## config.mk

```make
export PLATFORM = sky130hd
export DESIGN_NAME = control_flat
export DESIGN_NICKNAME = d
export VERILOG_FILES = /design/src/rtl/control_pkg.sv /design/src/rtl/control_if.sv /design/src/rtl/spmv_mac.sv /design/src/rtl/control.sv /design/src/flat_wrapper.sv
export SDC_FILE = /design/constraint.sdc
export NUM_CORES = 2
export LEC_CHECK = 0
export BUFFER_PORTS_ARGS = -buffer_cell sky130_fd_sc_hd__buf_2
export CAP_MARGIN = 20
export CELL_PAD_IN_SITES_DETAIL_PLACEMENT = 0
export CELL_PAD_IN_SITES_GLOBAL_PLACEMENT = 2
export CORE_ASPECT_RATIO = 2
export CORE_UTILIZATION = 37
export CTS_CLUSTER_DIAMETER = 60
export CTS_CLUSTER_SIZE = 28
export DETAILED_ROUTE_END_ITERATION = 8
export PLACE_DENSITY_LB_ADDON = 0.1
export REMOVE_ABC_BUFFERS = 1
export SKIP_LAST_GASP = 1
export SLEW_MARGIN = 20
export SYNTH_ARGS = -nofsm -noshare
export SYNTH_HDL_FRONTEND = slang
export SYNTH_HIERARCHICAL = 1
export SYNTH_SLANG_ARGS = --single-unit
```

## constraint.sdc

```tcl
create_clock -name Clk -period 9.1 [get_ports Clk]
set_clock_uncertainty 0.1 [all_clocks]
set_input_delay 0.455 -clock Clk [delete_from_list [all_inputs] [get_ports Clk]]
set_output_delay 0.455 -clock Clk [all_outputs]
set_load 0.01 [all_outputs]
```

## src/rtl/control_pkg.sv

```systemverilog
// Shared types and constants for the CSR SpMV controller.
package control_pkg;

    localparam int CONTROL_DATA_W = 32;

    typedef enum logic [2:0] {
        IDLE,
        PTR_START,
        PTR_END,
        NZ_FETCH,
        NZ_MAC,
        EMIT,
        DONE
    } state_e;

endpackage

```

## src/rtl/control_if.sv

```systemverilog
// Memory read ports and row-result stream of the SpMV controller.
interface control_if #(
    parameter int DATA_W = control_pkg::CONTROL_DATA_W
);
    logic [DATA_W-1:0] addr1;
    logic [DATA_W-1:0] dataIn1;
    logic [DATA_W-1:0] addr2;
    logic [DATA_W-1:0] dataIn2;
    logic              out_valid;
    logic [DATA_W-1:0] out_row;
    logic [DATA_W-1:0] out_data;

    modport master (
        output addr1, addr2, out_valid, out_row, out_data,
        input  dataIn1, dataIn2
    );

    modport slave (
        input  addr1, addr2, out_valid, out_row, out_data,
        output dataIn1, dataIn2
    );
endinterface

```

## src/rtl/spmv_mac.sv

```systemverilog
// Row accumulator: clear or add a truncated product, wrapping modulo 2^DATA_W.
module spmv_mac #(
    parameter int DATA_W = 32
) (
    input  logic              clk,
    input  logic              rst,
    input  logic              clr,
    input  logic              en,
    input  logic [DATA_W-1:0] a,
    input  logic [DATA_W-1:0] b,
    output logic [DATA_W-1:0] acc
);
    logic [DATA_W-1:0] acc_q;
    logic [DATA_W-1:0] acc_d;
    logic [DATA_W-1:0] prod;

    always_comb begin
        // NOTE: acc_d takes its hold value first so no path leaves it unassigned (no latch).
        acc_d = acc_q;
        prod  = a * b;
        if (clr) begin
            acc_d = '0;
        end else if (en) begin
            acc_d = acc_q + prod;
        end
    end

    // NOTE: state flops use non-blocking assignment so every flop samples pre-edge values.
    always_ff @(posedge clk) begin
        if (rst) begin
            acc_q <= '0;
        end else begin
            acc_q <= acc_d;
        end
    end

    assign acc = acc_q;
endmodule

```

## src/rtl/control.sv

```systemverilog
// CSR sparse-matrix x dense-vector controller; one result per row on bus.out_*.
// Optional CONTROL_PERF_EN adds cycle_cnt / nnz_cnt performance counters.
module control
    import control_pkg::*;
#(
    parameter int DATA_W   = CONTROL_DATA_W,
    parameter int NUM_ROWS = 16,
    parameter int V_SIZE   = 9
) (
    input  logic              Clk,
    input  logic              Rst,
    input  logic [DATA_W-1:0] v_values_base,
    input  logic [DATA_W-1:0] wdata_col_base,
    input  logic [DATA_W-1:0] matrix_base,
    input  logic [DATA_W-1:0] row_base,
    input  logic              RD,
    input  logic [DATA_W-1:0] csize,
    control_if.master         bus,
    output logic              done
`ifdef CONTROL_PERF_EN
    ,
    output logic [DATA_W-1:0] cycle_cnt,
    output logic [DATA_W-1:0] nnz_cnt
`endif
);
    localparam logic [DATA_W-1:0] ONE      = DATA_W'(1);
    localparam logic [DATA_W-1:0] LAST_ROW = DATA_W'(NUM_ROWS - 1);

    // V_SIZE is a sizing hint only; it shapes no logic.
    if (V_SIZE < 0) begin : g_v_size_hint
    end

    state_e            state_q, state_d;
    logic [DATA_W-1:0] r_q, r_d;
    logic [DATA_W-1:0] k_q, k_d;
    logic [DATA_W-1:0] row_end_q, row_end_d;
    logic [DATA_W-1:0] col_q, col_d;
    logic [DATA_W-1:0] val_q, val_d;
    logic              done_q, done_d;
    logic [DATA_W-1:0] ptr_clamped;
    logic              acc_clr;
    logic              acc_en;
    logic [DATA_W-1:0] acc;

    always_comb begin
        state_d     = state_q;
        r_d         = r_q;
        k_d         = k_q;
        row_end_d   = row_end_q;
        col_d       = col_q;
        val_d       = val_q;
        done_d      = done_q;
        acc_clr     = 1'b0;
        acc_en      = 1'b0;
        bus.addr1   = '0;
        bus.addr2   = '0;
        bus.out_valid = 1'b0;
        ptr_clamped = (bus.dataIn1 > csize) ? csize : bus.dataIn1;

        // Addresses depend only on state, so RD low holds them steady.
        unique case (state_q)
            IDLE: begin
                if (RD) state_d = PTR_START;
            end
            PTR_START: begin
                bus.addr1 = row_base;
                if (RD) begin
                    k_d     = bus.dataIn1;
                    state_d = PTR_END;
                end
            end
            PTR_END: begin
                bus.addr1 = row_base + r_q + ONE;
                if (RD) begin
                    row_end_d = ptr_clamped;
                    acc_clr   = 1'b1;
                    state_d   = (k_q >= ptr_clamped) ? EMIT : NZ_FETCH;
                end
            end
            NZ_FETCH: begin
                bus.addr1 = wdata_col_base + k_q;
                bus.addr2 = matrix_base + k_q;
                if (RD) begin
                    col_d   = bus.dataIn1;
                    val_d   = bus.dataIn2;
                    state_d = NZ_MAC;
                end
            end
            NZ_MAC: begin
                bus.addr2 = v_values_base + col_q;
                if (RD) begin
                    acc_en  = 1'b1;
                    k_d     = k_q + ONE;
                    state_d = (k_q + ONE >= row_end_q) ? EMIT : NZ_FETCH;
                end
            end
            EMIT: begin
                if (RD) begin
                    bus.out_valid = 1'b1;
                    if (r_q == LAST_ROW) begin
                        done_d  = 1'b1;
                        state_d = DONE;
                    end else begin
                        r_d     = r_q + ONE;
                        state_d = PTR_END;
                    end
                end
            end
            DONE: begin
            end
            default: state_d = IDLE;
        endcase
    end

    always_ff @(posedge Clk) begin
        if (Rst) begin
            state_q   <= IDLE;
            r_q       <= '0;
            k_q       <= '0;
            row_end_q <= '0;
            col_q     <= '0;
            val_q     <= '0;
            done_q    <= 1'b0;
        end else begin
            state_q   <= state_d;
            r_q       <= r_d;
            k_q       <= k_d;
            row_end_q <= row_end_d;
            col_q     <= col_d;
            val_q     <= val_d;
            done_q    <= done_d;
        end
    end

    spmv_mac #(.DATA_W(DATA_W)) u_mac (
        .clk (Clk),
        .rst (Rst),
        .clr (acc_clr),
        .en  (acc_en),
        .a   (val_q),
        .b   (bus.dataIn2),
        .acc (acc)
    );

    assign bus.out_row  = r_q;
    assign bus.out_data = acc;
    assign done         = done_q;

`ifdef CONTROL_PERF_EN
    logic [DATA_W-1:0] cycle_cnt_q, cycle_cnt_d;
    logic [DATA_W-1:0] nnz_cnt_q, nnz_cnt_d;

    always_comb begin
        cycle_cnt_d = cycle_cnt_q;
        nnz_cnt_d   = nnz_cnt_q;
        if (RD && !done_q && state_q != IDLE && state_q != DONE) begin
            cycle_cnt_d = cycle_cnt_q + ONE;
            if (state_q == NZ_MAC) nnz_cnt_d = nnz_cnt_q + ONE;
        end
    end

    always_ff @(posedge Clk) begin
        if (Rst) begin
            cycle_cnt_q <= '0;
            nnz_cnt_q   <= '0;
        end else begin
            cycle_cnt_q <= cycle_cnt_d;
            nnz_cnt_q   <= nnz_cnt_d;
        end
    end

    assign cycle_cnt = cycle_cnt_q;
    assign nnz_cnt   = nnz_cnt_q;
`endif
endmodule

```

## src/flat_wrapper.sv

```systemverilog
// flat-port wrapper written by rule: the top's interface ports become plain ports
module control_flat import control_pkg::*;
#(
    parameter int DATA_W   = CONTROL_DATA_W,
    parameter int NUM_ROWS = 16,
    parameter int V_SIZE   = 9
)
  (Clk, Rst, v_values_base, wdata_col_base, matrix_base, row_base, RD, csize, done, bus_addr1, bus_addr2, bus_out_valid, bus_out_row, bus_out_data, bus_dataIn1, bus_dataIn2);
  control_if #(.DATA_W(DATA_W)) bus_i ();
  input  logic Clk;
  input  logic Rst;
  input  logic [DATA_W-1:0] v_values_base;
  input  logic [DATA_W-1:0] wdata_col_base;
  input  logic [DATA_W-1:0] matrix_base;
  input  logic [DATA_W-1:0] row_base;
  input  logic RD;
  input  logic [DATA_W-1:0] csize;
  output logic done;
  output wire logic [$bits(bus_i.addr1)-1:0] bus_addr1;
  output wire logic [$bits(bus_i.addr2)-1:0] bus_addr2;
  output wire logic [$bits(bus_i.out_valid)-1:0] bus_out_valid;
  output wire logic [$bits(bus_i.out_row)-1:0] bus_out_row;
  output wire logic [$bits(bus_i.out_data)-1:0] bus_out_data;
  input wire logic [$bits(bus_i.dataIn1)-1:0] bus_dataIn1;
  input wire logic [$bits(bus_i.dataIn2)-1:0] bus_dataIn2;
  assign bus_addr1 = bus_i.addr1;
  assign bus_addr2 = bus_i.addr2;
  assign bus_out_valid = bus_i.out_valid;
  assign bus_out_row = bus_i.out_row;
  assign bus_out_data = bus_i.out_data;
  assign bus_i.dataIn1 = bus_dataIn1;
  assign bus_i.dataIn2 = bus_dataIn2;
  control #(.DATA_W(DATA_W), .NUM_ROWS(NUM_ROWS), .V_SIZE(V_SIZE)) u_core (.Clk(Clk), .Rst(Rst), .v_values_base(v_values_base), .wdata_col_base(wdata_col_base), .matrix_base(matrix_base), .row_base(row_base), .RD(RD), .csize(csize), .bus(bus_i), .done(done));
endmodule
```

; ---- Word level (Yosys, flattened, before mapping)
; Cells that the tools add are included.
[word_totals]
regBits = 196
out_inout_bits = 130
elab_cells = 64
[classes]
addsub = 8
multipliers = 1
n_lt_le_gt_ge = 3
eq_ne = 13
n_mux = 20
n_bitwise = 2
n_reduce_logical = 9
[ops]
columns = op, n
row1 = $add A32 B32 Y32, 5
row2 = $pmux W32 S2, 2
row3 = $add A32 B1 Y32 const B, 3
row4 = $mux W32, 3
row5 = $pmux W32 S3, 1
row6 = $ge A32 B32 Y1, 2
row7 = $eq A32 B4 Y1 const B, 1
row8 = $gt A32 B32 Y1, 1
row9 = $mul A32 B32 Y32, 1
row10 = $mux W3, 9
row11 = $pmux W3 S7, 1
row12 = $ne A2 B2 Y1 const B, 6
row13 = $eq A3 B3 Y1 const B, 3
row14 = $reduce_and A3 Y1, 3
row15 = $reduce_and A7 Y1, 1
row16 = $eq A3 B2 Y1 const B, 2
row17 = $mux W1, 4
row18 = $reduce_and A2 Y1, 2
row19 = $eq A3 B1 Y1 const B, 1
row20 = $logic_not A3 Y1, 1
row21 = $not A1 Y1, 2
row22 = $reduce_bool A2 Y1, 1
row23 = $reduce_or A2 Y1, 1

; ---- Logic depth before layout (Yosys ltp)
[logic_depth]
word_depth = 6
depth_mapped = 28
depth_no_buf = 26

; ---- Hierarchy
; Netlist, hierarchy kept.
[modules_own_cells]
columns = module, n_inst, cells_per_inst, area_per_inst_um2, seq_area_each_um2
row1 = spmv_mac, 1, 1973, 17948.5, 640.6
row2 = control, 1, 2233, 16774.8, 3283.1

; ---- Least setup slack after synthesis
; No wires, ideal clock.
[synth_timing]
kind = input-to-reg
start = in bus_dataIn2[3]
end = reg u_core.u_mac.acc_q[27], in the netlist u_core/u_mac/acc[27]
setup_time_ps = 128
arrival_time_ps = 6734
t_required_ps = 8872
path_slack_ps = 2138
path_stages = 26
cell_sequence = clkbuf_1 clkbuf_1 and2_1 fa_1 fa_1 fa_1 inv_1 fa_1 inv_1 fa_1 inv_1 fa_1 inv_1 fa_1 inv_1 fa_1 inv_1 ha_1 nor2_1 a21oi_1 and3_1 a221o_1 a211o_1 xor2_1 mux2i_1 nor2_1
[synth_between]
elab_chain_len = 2
[synth_lines]
columns = item, line_no
row1 = "start, declared", flat_wrapper.sv:25  ; input wire logic [$bits(bus_i.dataIn2)-1:0] bus_dataIn2;
row2 = $mul A32 B32 Y32, spmv_mac.sv:20  ; prod = a * b;
row3 = $add A32 B32 Y32, spmv_mac.sv:24  ; acc_d = acc_q + prod;
row4 = "end signal, assigned", spmv_mac.sv:31  ; acc_q <= '0;
row5 = "end signal, assigned", spmv_mac.sv:33  ; acc_q <= acc_d;
row6 = "end, declared", spmv_mac.sv:13  ; logic [DATA_W-1:0] acc_q;
; No other way between the ends.
; A chain may end at the register's enable or synchronous reset.

; ---- Worst setup path in the final report
[layout_timing]
start = reg u_core.val_q[13]
end = reg u_core.u_mac.acc_q[29], in the netlist u_core/u_mac/acc[29]
[layout_between]
elab_chain_len = 2
[layout_lines]
columns = item, line_no
row1 = "start, declared", control.sv:38  ; logic [DATA_W-1:0] val_q, val_d;
row2 = "start signal, assigned", control.sv:130  ; val_q <= val_d;
row3 = $mul A32 B32 Y32, spmv_mac.sv:20
row4 = $add A32 B32 Y32, spmv_mac.sv:24
; No other way between the ends.

==> impl_results.md <==
* EDFF count, synth at 0
* Max Buffers Root-to-Sink at 2
* Post-synth cell types at 98
* Post-synthesis sequential area ratio at 11.3%
* Cell family with the largest share of critical-path delay: adder cells
* Synth Area in Simple Gates at 19.3%
* Slew HR at roughly a quarter
* Async set-reset flop share out of synthesis at 0%
* Worst Hold End: u_core/val_q[29]
* Flop pwr share at 33.4%
* Endpoints failing setup at 0
* Gpl congestion at 0.938
* Avg Cell Area, Syn at 8.26 um^2
* Main combinational cell family by area after synthesis: adder cells
* Chip height at 435 um
* Finished Layout Cells at 5669
* XOR/XNOR share of the synthesized area at 6.08%
* Leak at 0.0186 uW
* Via-to-Cell Ratio at about 5.4
* FF-to-FF path depth at 25
* Placed cell count at 5627
* CP peak stage delay at roughly 640 ps
* Critical Path Fanout Max at 12
* Area growth from synthesis to layout at 10.3%
* Postcts setup bufs at 0
* Site Rows at 158
* Buf+Inv Stages, Crit Path at 6
* Switch share at 39.3%
* Cell area after synthesis at between 30000 and 40000 um^2
* Layout filler cell count at ~10000
* Core Box Area at 92900 um^2
* Gr usage total at between 30% and 40%
* GR Overflow Total at 0
* Share of layout cells above drive strength 1 at 11.4%
* Final hold violation count at 0
* Run status: finished clean
* Total CTS buffers at 17
* Vias in the first global route at between 30000 and 40000
* Ports at 357
* Comb pwr share at 33.4%
* Net switching power at 1070 uW
* Die area at 95200 um^2
* Class of the worst hold path: primary input to flip-flop
* Starting Density at 37.4%
* CP Capture Type: flip-flop
* Syn Inst Count at about 4200
* Global-route wire length before repair at 210000 um
* Setup TNS at 0 ps
* Worst-margin pin slew at 1120 ps
* CP max-delay cell: dfxtp_1
* Ys Warns at 6
* I/O Buffers at 356
* RSZ-0062 raised after global routing: false
* Reg2reg end: u_core/u_mac/acc[29]
* Post-route clock period utilization at 81.8%
* HPWL Detailed at 120000 um
* Critical Path RT at 9440 ps
* Final slew viol count at 0
* Nets at 5461
* R2R Setup Slk at approximately 1700 ps
* Final Critical Period at 7450 ps
* Post-CTS Hold Buffers at 0
* Flops & latches, synth at between 150 and 200
* Post-synthesis compound-gate area fraction at between 10% and 20%
* Pin count of the biggest net entering global routing at 65
* Clk slew on worst S/H paths at 90 ps
* Multiplexer share of the synthesized area at about 2.0%
* Worst skew pair latency at 550 ps
* Clock Power Share at 33.3%
* Final antenna-violating net count at 0
* DRT iter0 DRCs at 1244
* Post-cts gate resize count at 0
* TritonCTS clock tree: done
* Die X at between 200 and 250 um
* Worst hold start: bus_dataIn2[29]
* R2r startpoint: u_core/val_q[13]
* Drt first pass iters at 5
* Hold Path Depth at 3
* VDD IR max at 0.114 mV
* Crit start category: flip-flop
* Post-synth top flop: dfxtp_1
* Max frequency at roughly 130 MHz
* Most used cell, CP: fa_1
* Average wire per standard cell at between 20 and 30 um
* Pint at 1660 uW
* Depth of the CTS H-tree at 4
* Post-Route WL at 145000 um
* WP data arrival at 7790 ps
* Synth Area in Adders at 38.0%
* Antenna violations before repair at 42
* Clk sinks at a little under 200
* MaxCap Viol Count at 0
* Via count at 30569
* Power Density at 71.3 nW/um^2
* Drc violations at 0
* Root Driver: clkbuf_16
* Setup CP Type: flip-flop to flip-flop
cell usage after synthesis, types with 9 or more instances:
master    number  area (um^2)
inv_1        590         2210
fa_1         442         8850
nand2_1      438         1640
and2_1       377         2360
ha_1         346         4330
a21oi_1      247         1240
nor2_1       220          826
dfxtp_1      196         3920
clkbuf_1     162          608
xnor2_1      149         1310
o21ai_0      118          591
a21o_1       103          773
xor2_1        90          788
a211oi_1      67          503
nand3_1       65          325
mux2i_1       64          641
nand4_1       37          231
nor3_1        36          180
and3_1        34          213
o22ai_1       30          188
nand2b_1      29          181
o21a_1        28          210
a31oi_1       26          163
nor2b_1       26          163
or3_1         23          144
a22oi_1       18          135
o211ai_1      16          120
o21bai_1      16          120
o31ai_1       15          113
nor4_1        14         87.6
o21ai_1       14         70.1
buf_1          9         33.8
layout by cell type (no fill, tap or decap), types with 30 or more instances in the layout:
| master | n |
|---|---|
| buf_2 | 355 |
| o22ai_1 | 30 |
| xor2_1 | 90 |
| nor2_1 | 217 |
| nand2_1 | 437 |
| a211oi_1 | 67 |
| a21o_1 | 103 |
| o21ai_0 | 117 |
| fa_1 | 442 |
| inv_1 | 589 |
| a21oi_1 | 247 |
| ha_1 | 346 |
| nand3_1 | 65 |
| buf_4 | 54 |
| nor3_1 | 36 |
| nand4_1 | 37 |
| and3_1 | 34 |
| xnor2_1 | 149 |
| and2_1 | 376 |
| dfxtp_1 | 191 |
| mux2i_1 | 64 |
worst register-to-register path: cells and delay by family (launching register included):
kind | cells | cell delay (ps)
xor gates and xnor gates | 1 | 130
buffers and inverters | 6 | 570
and+or+nand+nor | 4 | 810
DFF | 1 | 640
adders and majority gates | 9 | 3930
AOI/OAI and AO/OA | 5 | 1170
how the worst max path moves through the flow:
stage | startpoint | endpoint | slack (ps) | cells past startpoint
after detailed placement | bus_dataIn2[0] | u_core/u_mac/acc[30] | 1480 | 25
final | u_core/val_q[13] | u_core/u_mac/acc[29] | 1650 | 25
after floorplan | u_core/val_q[12] | u_core/u_mac/acc[27] | 2460 | 24
after global placement | bus_dataIn2[0] | u_core/u_mac/acc[28] | 1540 | 25
after CTS | u_core/val_q[10] | u_core/u_mac/acc[27] | 1640 | 23
after global routing | u_core/val_q[13] | u_core/u_mac/acc[30] | 1330 | 25
state kept, by name, summed over array words and instances (netlist names):
signal	cells
u_core/state_q	3
u_core/row_end_q	32
u_core/u_mac/acc	32
u_core/col_q	32
u_core/done	1
u_core/k_q	32
u_core/bus.out_row	32
u_core/val_q	32
through the flow:
step           area (um^2)  power, uW  hold slack, ps  util, %  setup WS, ps
6_report             38300       2730            89.1     41.2          1650
5_1_grt              38300       2870            78.8     41.2          1330
3_5_place_dp         37700       1850             351     40.5          1480
4_1_cts              38300       2770            48.8     41.2          1640
2_1_floorplan        33900       1440             330        -          2460
3_3_place_gp         37700       1840             343     40.5          1540
routing by layer:
layer  part of all wire [%]  global-route usage (%)  up-vias
met2                     56                    61.0      808
li1                       -                       -    14251
met3                    5.0                    6.67      394
met4                    8.8                    24.0       52
met1                     30                    25.4    15064
met5                   0.23                       0        -
power by group through the flow:
stage / Sequential (uW) / Combinational, uW / Clock (uW)
after detailed placement: 932 / 915 / 0
final: 911 / 911 / 909
after floorplan: 919 / 524 / 0
after global routing: 915 / 999 / 960
after CTS: 912 / 921 / 942
after global placement: 931 / 911 / 0
area by class of cell:
cell class                      instances  area [um^2]  share of cell area [%]
Antenna cell                           11         27.5                  0.0718
Clock buffer                           17          425                    1.11
Clock inverter                         14          196                   0.513
Inverter                              592         2220                    5.80
Multi-Input combinational cell       3229        27800                    72.6
Sequential cell                       196         3930                    10.3
Tap cell                             1200         1500                    3.92
Timing Repair Buffer                  410         2190                    5.72
cell families (layout without fill, tap and decap cells):
kind of cell | Yosys count | after routing
flops | 196 | 196
buf+inv | 781 | 1033
xor+xnor | 240 | 240
compound gates | 790 | 790
fa+ha+maj | 788 | 788
other cells | 0 | 11
simple gates | 1343 | 1343
mux | 68 | 68
Note: power is estimated with default switching activity, not from simulation.
